--- config.mk ---
export PLATFORM = sky130hd
export DESIGN_NAME = arm_chk_table
export DESIGN_NICKNAME = d
export VERILOG_FILES = /design/src/rtl/arm_chk_pkg.sv /design/src/rtl/arm_chk_table.sv
export SDC_FILE = /design/constraint.sdc
export NUM_CORES = 1
export LEC_CHECK = 0
export ABC_CLOCK_PERIOD_IN_PS = 7100
export BUFFER_PORTS_ARGS = -buffer_cell sky130_fd_sc_hd__clkbuf_2
export CORE_MARGIN = 2
export CORE_UTILIZATION = 51
export DETAILED_ROUTE_END_ITERATION = 8
export HOLD_SLACK_MARGIN = 0.1
export PLACE_DENSITY_LB_ADDON = 0.12
export RECOVER_POWER = 50
export SETUP_SLACK_MARGIN = 0.15
export SLEW_MARGIN = 40
export SYNTH_ARGS = -nofsm -noshare
export SYNTH_HDL_FRONTEND = slang
export SYNTH_SLANG_ARGS = --single-unit
--- constraint.sdc ---
create_clock -name clk -period 7.1 [get_ports clk]
set_input_delay 1.775 -clock clk [delete_from_list [all_inputs] [get_ports clk]]
set_output_delay 1.775 -clock clk [all_outputs]
set_load 0.02 [all_outputs]
--- src/rtl/arm_chk_pkg.sv ---
// ---------------------------------------------------------------------------
// arm_chk_pkg
// Shared types and constants for arm_write_checker.
//   state_e   : checker states (IDLE, RUN, PASS, FAIL)
//   FC_*      : fail_code encodings
//   entry_t   : one expected store {addr, data} at the default 32/32 widths;
//               the parametrised table declares a width-matched copy.
// ---------------------------------------------------------------------------
package arm_chk_pkg;

    typedef enum logic [1:0] {
        ST_IDLE = 2'd0,
        ST_RUN  = 2'd1,
        ST_PASS = 2'd2,
        ST_FAIL = 2'd3
    } state_e;

    localparam logic [1:0] FC_NONE    = 2'b00;
    localparam logic [1:0] FC_ADDR    = 2'b01;
    localparam logic [1:0] FC_DATA    = 2'b10;
    localparam logic [1:0] FC_TIMEOUT = 2'b11;

    localparam int ENTRY_ADDR_W = 32;
    localparam int ENTRY_DATA_W = 32;

    typedef struct packed {
        logic [ENTRY_ADDR_W-1:0] addr;
        logic [ENTRY_DATA_W-1:0] data;
    } entry_t;

endpackage

--- src/rtl/arm_chk_table.sv ---
// ---------------------------------------------------------------------------
// arm_chk_table
// DEPTH-entry table of expected stores: one synchronous write port, one
// asynchronous read port.
//   clk        : write clock
//   wr_en_i    : write strobe (caller guarantees wr_idx_i < DEPTH)
//   wr_idx_i   : entry to write
//   wr_addr_i  : expected address to store
//   wr_data_i  : expected data to store
//   rd_idx_i   : entry to read
//   rd_addr_o  : expected address of entry rd_idx_i
//   rd_data_o  : expected data of entry rd_idx_i
// ---------------------------------------------------------------------------
module arm_chk_table
    import arm_chk_pkg::*;
#(
    parameter int ADDR_W = 32,
    parameter int DATA_W = 32,
    parameter int DEPTH  = 4,
    parameter int IDX_W  = 2
) (
    input  logic              clk,
    input  logic              wr_en_i,
    input  logic [IDX_W-1:0]  wr_idx_i,
    input  logic [ADDR_W-1:0] wr_addr_i,
    input  logic [DATA_W-1:0] wr_data_i,
    input  logic [IDX_W-1:0]  rd_idx_i,
    output logic [ADDR_W-1:0] rd_addr_o,
    output logic [DATA_W-1:0] rd_data_o
);

    typedef struct packed {
        logic [ADDR_W-1:0] addr;
        logic [DATA_W-1:0] data;
    } row_t;

    row_t mem_q [DEPTH];

    // NOTE: the table has no reset branch on purpose: a reset must keep the
    // loaded expectations so a board can re-run the self-test without reloading,
    // and leaving the array out of reset lets it map onto plain storage.
    // NOTE: sequential state is always written with <= so every flop samples
    // pre-edge values regardless of block ordering.
    always_ff @(posedge clk) begin
        if (wr_en_i) begin
            mem_q[wr_idx_i] <= '{addr: wr_addr_i, data: wr_data_i};
        end
    end

    assign rd_addr_o = mem_q[rd_idx_i].addr;
    assign rd_data_o = mem_q[rd_idx_i].data;

endmodule

Word-level counts from Yosys, hierarchy flattened
Memory sizes are Yosys's and may differ from the RTL's.
Index checks and enable logic that the tools add are counted.

cells by class
  muxes and demuxes = 2

operators by type and width
  operator          count
  2-to-1 mux 1 bit  2

storage, ports and cells
  logic and storage cells = 3
  memories = 1
  bits in writable memories = 256
  bits in registers = 0
  input port bits = 70
  output and inout port bits = 64

memory list
  memory  depth  bits a word  read ports  clocked after Yosys merged registers in  write ports  line                 source
  mem_q   4      64           1           0                                        1            arm_chk_table.sv:37  row_t mem_q [DEPTH];

Longest topological paths before layout
  depth after elaboration = 2
  mapped depth = 3
  gate-level depth less buffers = 1

Least setup slack after synthesis
OpenSTA, ideal clock, no wires.

  path kind = input -> register
  start point = input port wr_idx_i[0]
  end point = memory mem_q[0][0] (netlist name), enable pin
  path buffers = 0
  stages on the path = 1
  path slack = 44 ps
  setup time = 579 ps
  arrival = 6477 ps
  cells stage by stage = nor3b_1

RTL lines
  what             line                 source
  start, declared  arm_chk_table.sv:24  input logic [IDX_W-1:0] wr_idx_i,
  end, declared    arm_chk_table.sv:37

No word-level cell before the write port.

Worst setup path in the final report
  start point = input port rd_idx_i[0]
  end point = output port rd_data_o[16]

on the way
  word-level cells in the longest chain between the ends = 1

RTL lines
  what                 line                 source
  start, declared      arm_chk_table.sv:27  input logic [IDX_W-1:0] rd_idx_i,
  memory (4 x 64 bit)  n/a
  end, declared        arm_chk_table.sv:29  output logic [DATA_W-1:0] rd_data_o

No other way between the ends.

==> results.md <==
* CP Class: input pin to primary output
* Antenna Violating Nets Remaining at 0
* CP Max Fanout at 37
* CTS sink count at roughly 260
* Vias per cell at roughly 5.5
* Setup tns final at 0 ns
* Post-Syn Area per Cell at around 28 µm²
* Port bufs at 133
* DIE AREA at slightly below 0.02 mm²
* Dpl ws at around 1.7 ns
* Initial antenna violation count at 0
* Mux cell area share after synthesis at between 10% and 20%
* I/O pin cnt at about 130
* Post-synthesis simple-gate area fraction at less than 1%
* H-tree depth at 1
* Worst-path clk slew at approximately 0.060 ns
* Global route overflow at 0
* Synth Instances at 338
* Status: finished, violations left
* CTS max path bufs at 3
* Pleak at around 3.6 nW
* Post-synth EDFFs at 256
* Final wirelength at between 15 and 20 mm
* Worst Tran Pin Value at a little over 4 ns
* Final non-filler cell area at ~0.011 mm²
* Largest net degree at the start of global routing at 65
* Max incr delay on CP at approximately 0.55 ns
* Syn nets at roughly 410
* Relative slew slack at -171%
* Vias in the first global route at between 4000 and 5000
* Post-route setup slack at 1.93 ns
* CP cell instances: buf_6 -> buf_4 -> mux4_2 -> clkbuf_2
* Synth Area in Adders at 0%
* Residual DRC at 0
* Cts repair resizes at 0
* Drt first pass iters at 4
* Yosys top cell area share at between 80 and 90%
* Synth warnings at 0
* Mapped cell area at 0.00934 mm²
* Dpl cell area at about 0.010 mm²
* RSZ-0062 raised after global routing: false
* Wire per inst at 21.4 µm
* Final Wtd Congestion at around 0.67
* Failing checks: capacitance limit, slew limit
* TritonCTS clock tree: done
* Post-synthesis compound-gate area fraction at 0%
* Largest family of logic cells by synthesized area: multiplexers
* CTS buffer count at 26
* Seq/Total Area, Yosys at between 80% and 90%
* HP Class: input pin to flop
* Final net count at 561
* Worst setup EP type: primary output
* Top cell type by total area after synthesis: edfxtp_1
* First-pass GRT wire length at 24.7 mm
* Share of synthesized registers carrying an async set or reset at 0%
* Largest registers: mem_q (256)
* Die X at ~140 µm
* WP data required at approximately 5.3 ns
* Fin crit share at 72.8%
* Fmax at about 190 MHz
* Die H at between 100 and 150 µm
* Yosys reg bits at 256
* Starting Density at 52.0%
* Max-slew violation count at 97
* Largest Register: mem_q
* Worst VDD drop at between 200 and 250 µV
* Root Buffer: clkbuf_16
* Unique masters post-synth at 10
* Final hold viol count at 0
* Share of cells above drive strength 1 at between 30% and 40%
* Final setup violation count at 0
* Post-Synth XOR/XNOR Area at 0%
* Synth top cells by count: edfxtp_1 (256), mux4_2 (60), buf_12 (6), buf_2 (6), mux4_1 (4)
* Post-CTS Setup Inserts at 0
* Cts hold-fix bufs at 0
* Max-capacitance violation count at 2
* Drt initial violations at between 150 and 200
* Max FFs per register at around 260
* Via count at between 4000 and 5000
* Predominant post-synthesis flop cell: edfxtp_1
* Hpwl dp at 8.76 mm
* Count leader, synth: edfxtp_1
* Area growth syn-to-layout at 17.6%
* CP Data Arrival Time at 3.39 ns
* CP max-delay cell: mux4_2
* Tmin final at around 5.2 ns
* Startpoint types: input pin
* All-Layer GR Usage at between 10% and 20%
* Synth area leaders: edfxtp_1 (82%), mux4_2 (14%), buf_12 (1.3%), mux4_1 (1.1%), buf_2 (0.32%)
* Row cnt at 49
* PD cells at 300 mW/mm²
* Core region area at 0.0180 mm²
* Number of diodes at 0
[final timing paths]
check	slack, ns	end	depth (start not counted)	start
worst max-delay path	1.93	rd_data_o[16]	4	rd_idx_i[0]
worst min-delay path	1.52	mem_q[3][60]$_DFFE_PP_	1	wr_addr_i[28]
[per-stage QoR]
step                util [%]  cells  hold WS [ns]  total power, W
finish                  61.1    740          1.52         0.00330
global placement        56.7    691          1.99         0.00202
detailed placement      56.9    692          1.99         0.00203
CTS                     61.6    740          1.46         0.00335
global route            61.1    740          1.51         0.00342
floorplan                  -    338          1.87         0.00194
[cells in the final DEF (no fill, tap or decap), drive strengths merged]
master      n
nor3b       1
clkinv     14
and3        1
bufinv      3
edfxtp    256
mux4       64
clkinvlp    1
buf         7
and3b       2
clkbuf    162
[routing by layer]
layer	global-route usage, %	vias to the layer above	routed length (µm)
met5	0	-	0
met4	5.42	0	374
li1	-	1799	-
met1	20.0	2159	6060
met2	30.3	108	8510
met3	3.68	32	867
[final cells by class]
type / count / area [µm²]
Clock buffer: 30 / 687
Clock inverter: 18 / 158
Fill cell: 1296 / 6980
Multi-Input combinational cell: 68 / 1510
Sequential cell: 256 / 7690
Tap cell: 229 / 287
Timing Repair Buffer: 139 / 658
[cell families (layout without fill, tap and decap cells)]
| group | Yosys count | after routing |
|---|---|---|
| and+or+nand+nor | 4 | 4 |
| muxes | 64 | 64 |
| DFF | 256 | 256 |
| buffers and inverters | 14 | 187 |
[critical path: cells and delay by family]
family	cells	cell delay, ns
buffers and inverters	3	1.00
multiplexers	1	0.55
[where the power goes]
part / switching [W] / total, W / leakage (nW) / internal [W]
clock: 0.000517 / 0.00131 / 0.415 / 0.000798
sequential: 0.0000154 / 0.00176 / 2.35 / 0.00175
combinational: 0.000135 / 0.000224 / 0.838 / 0.0000886
total: 0.000668 / 0.00330 / 3.60 / 0.00263
No activity file was read; power rests on OpenSTA's default activity.
